<file path="src/rtl/bt_header_serializer_ble.sv">
// BLE/BT packet-header serializer: captures the 10-bit header and UAP on start, emits LSB-first with bit pacing.
// Optional HDR_ABORT_EN adds an abort input that cancels an in-flight header.
module bt_header_serializer_ble #(
  parameter int unsigned HDR_BITS    = 10,
  parameter int unsigned CYC_PER_BIT = 1,
  parameter int unsigned CNT_W       = 4
) (
  input  logic             clk,
  input  logic             reset,
  input  logic             start,
  input  logic [2:0]       lt_addr,
  input  logic [3:0]       pkt_type,
  input  logic             flow,
  input  logic             arqn,
  input  logic             seqn,
  input  logic [7:0]       uap_in,
`ifdef HDR_ABORT_EN
  input  logic             abort,
`endif
  output logic             valid_out,
  output logic             data_out,
  output logic [7:0]       uap_out,
  output logic             busy,
  output logic             done,
  output logic [CNT_W-1:0] bit_count
);

  localparam int unsigned PACE_W = (CYC_PER_BIT > 1) ? $clog2(CYC_PER_BIT) : 1;
  localparam int unsigned FLD_W  = 10;

  typedef enum logic [1:0] {
    ST_IDLE  = 2'd0,
    ST_SHIFT = 2'd1,
    ST_DONE  = 2'd2
  } state_e;

  state_e              state_q, state_d;
  logic [HDR_BITS-1:0] sr_q, sr_d;
  logic [PACE_W-1:0]   pace_q, pace_d;
  logic [CNT_W-1:0]    bit_cnt_q, bit_cnt_d;
  logic [7:0]          uap_q, uap_d;
  logic                valid_q, valid_d;
  logic                data_q, data_d;
  logic                busy_q, busy_d;
  logic                done_q, done_d;
  logic [FLD_W-1:0]    hdr_c;
  logic                abort_c;
  logic                slot_start_c;
  logic                slot_last_c;

`ifdef HDR_ABORT_EN
  assign abort_c = abort;
`else
  assign abort_c = 1'b0;
`endif

  assign hdr_c        = {seqn, arqn, flow, pkt_type, lt_addr};
  assign slot_start_c = (pace_q == PACE_W'(0));
  assign slot_last_c  = (pace_q == PACE_W'(CYC_PER_BIT - 1));

  // Next-state, datapath and registered-output values
  always_comb begin
    state_d   = state_q;
    sr_d      = sr_q;
    pace_d    = pace_q;
    bit_cnt_d = bit_cnt_q;
    uap_d     = uap_q;
    valid_d   = 1'b0;
    data_d    = data_q;
    busy_d    = busy_q;
    done_d    = 1'b0;
    unique case (state_q)
      ST_IDLE: begin
        busy_d = 1'b0;
        if (start) begin
          sr_d      = HDR_BITS'(hdr_c);
          uap_d     = uap_in;
          pace_d    = PACE_W'(0);
          bit_cnt_d = CNT_W'(0);
          busy_d    = 1'b1;
          state_d   = ST_SHIFT;
        end
      end
      ST_SHIFT: begin
        busy_d = 1'b1;
        if (abort_c) begin
          busy_d    = 1'b0;
          bit_cnt_d = CNT_W'(0);
          pace_d    = PACE_W'(0);
          state_d   = ST_IDLE;
        end else if (slot_start_c && (bit_cnt_q == CNT_W'(HDR_BITS))) begin
          // The slot after the last bit slot closes the header
          done_d  = 1'b1;
          state_d = ST_DONE;
        end else begin
          if (slot_start_c) begin
            valid_d   = 1'b1;
            data_d    = sr_q[0];
            sr_d      = sr_q >> 1;
            bit_cnt_d = bit_cnt_q + CNT_W'(1);
          end
          pace_d = slot_last_c ? PACE_W'(0) : pace_q + PACE_W'(1);
        end
      end
      ST_DONE: begin
        busy_d  = 1'b0;
        state_d = ST_IDLE;
      end
      default: begin
        busy_d  = 1'b0;
        state_d = ST_IDLE;
      end
    endcase
  end

  always_ff @(posedge clk or negedge reset) begin
    if (!reset) begin
      state_q   <= ST_IDLE;
      sr_q      <= '0;
      pace_q    <= '0;
      bit_cnt_q <= '0;
      uap_q     <= '0;
      valid_q   <= 1'b0;
      data_q    <= 1'b0;
      busy_q    <= 1'b0;
      done_q    <= 1'b0;
    end else begin
      state_q   <= state_d;
      sr_q      <= sr_d;
      pace_q    <= pace_d;
      bit_cnt_q <= bit_cnt_d;
      uap_q     <= uap_d;
      valid_q   <= valid_d;
      data_q    <= data_d;
      busy_q    <= busy_d;
      done_q    <= done_d;
    end
  end

  assign valid_out = valid_q;
  assign data_out  = data_q;
  assign uap_out   = uap_q;
  assign busy      = busy_q;
  assign done      = done_q;
  assign bit_count = bit_cnt_q;

endmodule

</file>
<file path="config.mk">
export PLATFORM = sky130hd
export DESIGN_NAME = bt_header_serializer_ble
export DESIGN_NICKNAME = d
export VERILOG_FILES = /design/src/rtl/bt_header_serializer_ble.sv
export SDC_FILE = /design/constraint.sdc
export NUM_CORES = 1
export LEC_CHECK = 0
export CAP_MARGIN = 0
export CORE_ASPECT_RATIO = 0.7
export CORE_MARGIN = 2
export CORE_UTILIZATION = 40
export DETAILED_ROUTE_END_ITERATION = 12
export DONT_BUFFER_PORTS = 1
export GPL_TIMING_DRIVEN = 0
export PLACE_DENSITY = 0.57
export SETUP_SLACK_MARGIN = 0.2
export SLEW_MARGIN = 20
export SYNTH_ARGS = -nofsm -noshare
export SYNTH_HDL_FRONTEND = slang
export SYNTH_SLANG_ARGS = --single-unit
</file>
<file path="constraint.sdc">
create_clock -name clk -period 2.33 [get_ports clk]
set_clock_uncertainty 0.15 [all_clocks]
set_input_delay 0.233 -clock clk [delete_from_list [all_inputs] [get_ports clk]]
set_output_delay 0.233 -clock clk [all_outputs]
set_load 0.005 [all_outputs]
</file>
== Word-level counts from Yosys, hierarchy flattened ==
Index checks and enable logic that the tools add are counted.

* Register bits after elaboration: 29
* Input bits: 21
* Logic and storage cells: 49

* Add/sub/neg operators: 2
* Equal/unequal tests: 6
* Muxes and demuxes: 22
* Bitwise logic cells: 2
* Reduce and logical (&&, ||, !) cells: 8

{| class="wikitable"
|+ Operator list
! kind !! count
|-
| 10-bit two-way mux || 3
|-
| 10-bit case mux with 2 select lines || 1
|-
| 4-bit two-way mux || 3
|-
| 1-bit two-way mux || 9
|-
| 2-bit != test, second input constant || 4
|-
| 4-bit case mux with 2 select lines || 1
|-
| 3-bit AND reduction || 2
|-
| 4-bit by 1-bit adder with 4-bit output, second input constant || 1
|-
| 4-bit == test, second input constant || 1
|-
| 2-bit two-way mux || 2
|-
| 1-bit case mux with 2 select lines || 2
|-
| 2-bit case mux with 2 select lines || 1
|-
| 2-bit AND reduction || 2
|-
| 4-bit AND reduction || 1
|-
| 2-bit by 1-bit == test with 1-bit output, second input constant || 1
|-
| 2-bit zero test || 1
|-
| 1-bit inverter || 2
|-
| 2-bit nonzero test || 1
|-
| 1-bit adder, second input constant || 1
|-
| 1-bit logical AND || 1
|}

== Longest topological paths before layout ==
Gate-level depths: netlist of the first run.

* Depth in word-level cells: 4
* Mapped depth: 6

== Least setup slack after synthesis of the first run ==
Ideal clock, no wire load.

* Path type: reg-to-reg
* From: register bit_cnt_q[0], in the netlist bit_count[0]
* To: register sr_q[0]
* Setup time: 125 ps
* Arrival: 1537 ps
* Path slack: 519 ps
* Stages on the path, launching flop included: 7
* Buffers on the path: 1
* Clock period less this slack: 1811 ps
* Cell sequence: dfrtp_1 > inv_1 > ha_1 > and3b_1 > a21oi_2 > buf_6 > mux2_2

* Longest elaborated chain between the ends: 4

{| class="wikitable"
|+ Ends and longest elaborated chain
! element !! line !! RTL
|-
| from (decl) || 40 || <nowiki>logic [CNT_W-1:0] bit_cnt_q, bit_cnt_d;</nowiki>
|-
| from (signal assigned) || 131 || <nowiki>bit_cnt_q <= bit_cnt_d;</nowiki>
|-
| 4-bit == test || 91 || <nowiki>end else if (slot_start_c && (bit_cnt_q == CNT_W'(HDR_BITS))) begin</nowiki>
|-
| 1-bit logical AND || 91 ||
|-
| 2-bit != test (no source line) || -- ||
|-
| 4-bit AND reduction (no source line) || -- ||
|-
| to (signal assigned) || 129 || <nowiki>sr_q <= sr_d;</nowiki>
|-
| to (decl) || 38 || <nowiki>logic [HDR_BITS-1:0] sr_q, sr_d;</nowiki>
|}

Every way passes these cells.
A chain may end at the register's enable or synchronous reset.

== Worst setup path after layout of the first run ==
* From: register bit_cnt_q[0], in the netlist bit_count[0]
* To: register sr_q[1]

Same word-level chain as after synthesis.

==> metrics.cfg, run 1 <==
[final_layout]
syn2layout_area_growth_pct=17.8
post-route-cell-area_mm2=0.00144
final_util_pct=50.6
finalNonFillerCells=136
antenna_cells=0
layout-drive-gt1-share_pct=29.0
nets=125

[setup_path]
r2r_slack_ns=0.37
path_buf_inv=2
critPathRequiredTime_ns=2.33
cp.arrival_ns=1.97
cp_max_fo=10
cp_slowest_stage_delay_ns=0.44
cp_cell_sequence=inv_1 > ha_1 > and3b_1 > a21oi_2 > buf_6 > mux2_2
critPathLaunchType=flip-flop
worst_path_max_delay_cell=dfrtp_2
cp-end-kind=flip-flop
crit_type=reg -> reg
crit_family=flip-flops

[yosys]
synthTopCellsByArea=dfrtp_1 (57%), mux2_2 (18%), mux2_1 (7.4%), ha_1 (2.1%), buf_6 (1.8%)
synth_cell_types=20
synth_top_area_cell=dfrtp_1
syn-instance-count=85
synth-seq-area-share_pct=57.4
synth_area_mm2=0.00122
synth_edf_count=0
yosysMostFrequentCell=dfrtp_1
yosys.area.top_type_share_pct=57.4
syn_avg_cell_area_um2=14.4
synth-seq-cells=28
ys.flop_type=dfrtp_1
synthArstFlopShare_pct=100
synthesis.nets=108
ys_top_cells_by_count=dfrtp_1 (28), mux2_2 (19), mux2_1 (8)
synth_warnings=0

[die]
io_pins=37
initial_core_util_pct=42.9
design.core.area_mm2=0.00284
die_w_um=70.0
dieArea_mm2=0.00351
rows=16
fp.dieH_um=50.2

[power]
netSwitchingPower_uw=579
seqPwrFrac_pct=47.6
p_clk_share_pct=13.7
p_comb_share_pct=38.7
swShare_pct=31.8
ir_worst_vdd_mv=0.553
p_int_uw=1240
p_per_area_mw_per_mm2=1270
p_leak_uw=0.000648

[clock_tree]
cts_tree=done
cts.htree.levels=1
cts_made_buffers=3
cts-root-buf=clkbuf_8
clockBufferDepth=2
clk_pin_slew_ns=0.09
clk_latency_ns=0.27
postCtsSetupRepairBufs=0
cts_sinks=28

[routing]
via_count=673
route.detailed.drc=0
wl_mm=2.09
wl_per_cell_um=15.4
drtIter0Drc=10
ant_nets=0
dr.pass1.iters=3
viasPerCell=4.95

[timing]
setup_tns_ns=0
finalSetupViolations=0
maxSlewHeadroom_pct=81.5
min_period_ns=1.96
slew_viol_final=0
fmax_mhz=510
tightestPinTransition_ns=0.277
rsz0062_at_grt=false
fin_ws_ns=0.369
min_period_over_period_pct=84.2
hold_viol_final=0

[run]
maxCapViolCount=0

[outcome]
status=complete, no violations

[placed_design]
place_area_mm2=0.00126
gp_congestion=0.682
numPortBuffers=0
dpl_worst_slack_ns=0.298
place_hpwl_mm=1.48
dpl.cell_count=121

[hold_path]
hold_class=in -> reg

[grt]
grt_pass1_wl_mm=3.54
antenna_found_initial=0
track_usage_pct=13.3
grt.overflow.total=0
grt_pass1_vias=729
grt_max_degree=29

## worst paths after layout
| check | start | to | cells after the start |
|---|---|---|---|
| max in group asynchronous | reset | bit_count[0] | 2 |
| min in group asynchronous | reset | uap_out[1] | 2 |
| hold reg to reg | sr_q[3] | sr_q[3] | 1 |
| setup reg to reg | bit_count[0] | sr_q[1] | 6 |
| setup / recovery | bit_count[0] | sr_q[1] | 6 |
| hold / removal | pkt_type[3] | sr_q[6] | 2 |
## power by group through the flow
stage	Sequential (µW)	Clock (µW)	Combinational [µW]
after floorplan	832	0	585
after global placement	871	0	659
after detailed placement	881	0	686
after CTS	870	266	718
after global routing	902	289	784
final	867	250	704
## layer usage
| layer | share of wire [%] | track usage (%) | vias to the layer above |
|---|---|---|---|
| met5 | 0 | 0 | - |
| met3 | 6.5 | 5.42 | 2 |
| met1 | 45 | 16.9 | 329 |
| met4 | 0.62 | 1.92 | 0 |
| met2 | 48 | 22.1 | 21 |
| li1 | - | - | 321 |
## logic make-up (layout without fill, tap and decap cells)
logic type | after synthesis | after routing | share of synthesized area [%]
and+or+nand+nor | 11 | 11 | 6.36
xor gates and xnor gates | 1 | 1 | 0.718
adders and majority gates | 2 | 2 | 2.05
muxes | 29 | 29 | 26.6
buffers and inverters | 8 | 23 | 3.79
AOI/OAI and AO/OA | 6 | 6 | 3.08
DFF | 28 | 28 | 57.4
## sequential cells by signal (all words and copies together), names as in the netlist
name,cells
bit_count,4
valid_out,1
state_q,2
busy,1
uap_out,8
done,1
sr_q,10
data_out,1
## placed cells by master (no fill, tap or decap), types with 2 or more instances in the layout
cell            n
dfrtp_1        27
inv_1           5
ha_1            2
nor3b_1         2
mux2i_1         2
mux2_1          8
mux2_2         19
and2_1          2
clkbuf_8        3
buf_6           2
dlygate4sd3_1  11
nand2b_1        3
o21ai_0         3
## repair_timing
item                       CTS  global route
hold endpoints to repair    38             0
resized for setup            0             1
hold buffers                12             0
setup endpoints to repair    0             6
## metrics by stage
step / power (µW) / hold WS [ns]
floorplan: 1420 / -0.213
global placement: 1530 / -0.212
detailed placement: 1570 / -0.212
CTS: 1850 / 0.0648
global route: 1980 / 0.0636
finish: 1820 / 0.0729
## layout make-up
| type | instances | area (µm²) |
|---|---|---|
| Buffer | 3 | 27.5 |
| Clock buffer | 3 | 41.3 |
| Fill cell | 259 | 1410 |
| Inverter | 5 | 18.8 |
| Multi-Input combinational cell | 49 | 473 |
| Sequential cell | 28 | 702 |
| Tap cell | 36 | 45.0 |
| Timing Repair Buffer | 12 | 130 |
## worst reg2reg max path, cell delays in order (launching register included)
cell     delay [ns]
dfrtp_2        0.44
inv_1          0.06
ha_1           0.19
and3b_1        0.21
a21oi_2        0.27
buf_6          0.20
mux2_2         0.34
Note: power is estimated with default switching activity, not from simulation.
==> run 2, diff against run 1 <==
--- a/config.mk
+++ b/config.mk
@@ -12,7 +12,7 @@
 export DETAILED_ROUTE_END_ITERATION = 12
 export DONT_BUFFER_PORTS = 1
 export GPL_TIMING_DRIVEN = 0
-export PLACE_DENSITY = 0.57
+export PLACE_DENSITY = 0.59
 export SETUP_SLACK_MARGIN = 0.2
 export SLEW_MARGIN = 20
 export SYNTH_ARGS = -nofsm -noshare
==> constraint.sdc (replaced) <==
create_clock -name clk -period 1.7 [get_ports clk]
set_clock_uncertainty 0.15 [all_clocks]
set_input_delay 0.17 -clock clk [delete_from_list [all_inputs] [get_ports clk]]
set_output_delay 0.17 -clock clk [all_outputs]
set_load 0.005 [all_outputs]
==> run 2 against run 1 <==
  * The flow now finishes with violations (hold timing, setup timing)
  * Count of clock-buffer cells in the layout is the same
  * Power grew 59%
  * Global-route usage grew 0.12 points
  * Flip-flop and latch count is the same
  * Worst hold slack lost 0.094 ns
  * Die area is the same
  * Combinational power grew 90%
  * First-iteration DRC count grew 10%
  * Fmax grew 8.6%
  * Via count grew 8.0%
  * Cell count grew 6.6%
  * Critical endpoint is now sr_q[2]
==> metrics.cfg, run 2 (synthesized netlist as in run 1, its figures left out) <==
[outcome]
status=finished with violations
failed_checks=hold timing, setup timing

[setup_path]
cp_slowest_stage_delay_ns=0.45  ; about the same
crit_family=flip-flops
cp_max_fo=8  ; -2
cp_cell_sequence=ha_2 > and3b_2 > a21oi_4 > buf_8 > mux2_4
critPathLaunchType=flip-flop
cp.arrival_ns=1.81  ; -0.16 ns
critPathRequiredTime_ns=1.70  ; -0.63 ns
worst_path_max_delay_cell=dfrtp_1
crit_type=reg -> reg
path_buf_inv=1  ; -1
cp-end-kind=flip-flop

[final_layout]
antenna_cells=0  ; unchanged
nets=134  ; +7.2%
largest_reg_flops=10  ; unchanged
syn2layout_area_growth_pct=29.2
layout_commonest_cell=dfrtp_1
layout_common_cells=dfrtp_1 (26), mux2_2 (11), dlygate4sd3_1 (11)
fillers=246  ; -5.0%
regArea_um2=703  ; +0.18%
layout-drive-gt1-share_pct=40.4  ; +11 points
multiInputGateArea_um2=526  ; +11%
regMostFlops=sr_q

[power]
ir_worst_vdd_mv=0.729  ; +32%
seqPwrFrac_pct=41.7  ; -5.9 points
p_comb_share_pct=46.3  ; +7.6 points
p_clk_share_pct=11.9  ; -1.8 points
netSwitchingPower_uw=907  ; +57%
p_per_area_mw_per_mm2=1830  ; +45%
p_leak_uw=0.000734  ; +13%
swShare_pct=31.4  ; -0.43 points
p_int_uw=1980  ; +60%

[timing]
maxSlewHeadroom_pct=74.0  ; -7.5 points
fin_ws_ns=-0.105  ; -0.474 ns
min_period_over_period_pct=106  ; +22 points
setup_tns_ns=-0.857  ; -0.857 ns
fin_hold_ws_ns=-0.0210  ; -0.0939 ns
rsz0062_at_grt=true
fmax_mhz=554  ; +8.6%
min_period_ns=1.81  ; -0.156 ns
hold_viol_final=1  ; +1
tightestPinTransition_ns=0.389  ; +0.113 ns
finalSetupViolations=11  ; +11
slew_viol_final=0  ; unchanged

[routing]
via_count=727  ; +8.0%
viasPerCell=5.01  ; +1.3%
wl_mm=2.24  ; +6.8%
dr.pass1.iters=4  ; +1
drtIter0Drc=11  ; +1
route.detailed.drc=0  ; unchanged
wl_per_cell_um=15.4  ; +0.15%
ant_nets=0  ; unchanged

[clock_tree]
clk_pin_slew_ns=0.09  ; about the same
cts_sinks=28  ; unchanged
cts-root-buf=clkbuf_8
cts_tree=done
cts.htree.levels=1  ; unchanged
clk_latency_ns=0.27  ; about the same
cts_made_buffers=3  ; unchanged
clockBufferDepth=2  ; unchanged

[run]
maxCapViolCount=0  ; unchanged

[grt]
use_met2_pct=20.2  ; -1.9 points
track_usage_pct=13.4  ; +0.12 points
grt_use_met1_pct=18.5  ; +1.5 points
antenna_found_initial=0  ; unchanged
grt_pass1_wl_mm=3.57  ; +0.99%
grt_pass1_vias=705  ; -3.3%
grt_util_met3_pct=6.02  ; +0.60 points
grt_max_degree=29  ; unchanged
busiest_layer=met2
grt.overflow.total=0  ; unchanged

[placed_design]
numPortBuffers=0  ; unchanged
gp_congestion=0.699  ; +2.5%
dpl_worst_slack_ns=-0.270  ; -0.568 ns
place_hpwl_mm=1.49  ; +0.94%

[die]
rows=16  ; unchanged
die_w_um=70.0  ; unchanged
design.core.area_mm2=0.00284  ; unchanged
io_pins=37  ; unchanged
initial_core_util_pct=42.9  ; unchanged
dieArea_mm2=0.00351  ; unchanged
fp.dieH_um=50.2  ; unchanged

[hold_path]
hold_class=in -> reg

## run 2: cell types whose count changed in the layout (fill, tap and decap cells not counted), moves of 2 or more
cell,delta
mux2_4,+8
buf_6,+2
mux2_2,-8
buf_4,+7
## run 2: final timing paths
check / to / startpoint / cells after the start / slack (ns)
max in group asynchronous: bit_count[0] / reset / 2 / 1.05
min in group asynchronous: uap_out[6] / reset / 2 / 0.18
setup reg to reg: sr_q[2] / bit_count[1] / 5 / -0.11
hold / removal: busy / start / 2 / -0.02
setup / recovery: sr_q[2] / bit_count[1] / 5 / -0.11
hold reg to reg: sr_q[3] / sr_q[3] / 1 / 0.37
## run 2: power by group through the flow
stage                     Combinational, µW  Clock [µW]  Sequential (µW)
after floorplan                         894           0             1140
after global placement                  995           0             1200
after detailed placement               1030           0             1210
after CTS                              1310         357             1210
after global routing                   1460         390             1240
final                                  1340         344             1210
## run 2: what timing repair did
item                       in CTS  in global routing
pin swaps                       2                  1
setup endpoints to repair      25                 27
setup buffers                   8                  1
hold buffers                   11                  1
hold endpoints to repair       38                  2
resized for setup              13                  3
## run 2: final cells by class
| type | count | area share, % |
|---|---|---|
| multi-input cells | 49 | 33.3 |
| well taps | 36 | 2.86 |
| inverters | 5 | 1.19 |
| flip-flops and latches | 28 | 44.6 |
| clock buffers | 3 | 2.62 |
| plain buffers | 3 | 2.14 |
| repair buffers | 21 | 13.3 |
## run 2: routing by layer
layer	up-vias	part of all wire, %
li1	341	-
met1	367	46
met2	17	48
met3	2	5.6
met4	0	0.58
met5	-	0
## run 2: metrics by stage
step / instances / power, µW / utilization (%) / area [µm²]
finish: 145 / 2890 / 55.5 / 1580
floorplan: 85 / 2040 / - / 1240
global route: 145 / 3100 / 55.5 / 1580
detailed placement: 121 / 2250 / 45.4 / 1290
CTS: 143 / 2870 / 54.5 / 1550
global placement: 121 / 2190 / 45.4 / 1290
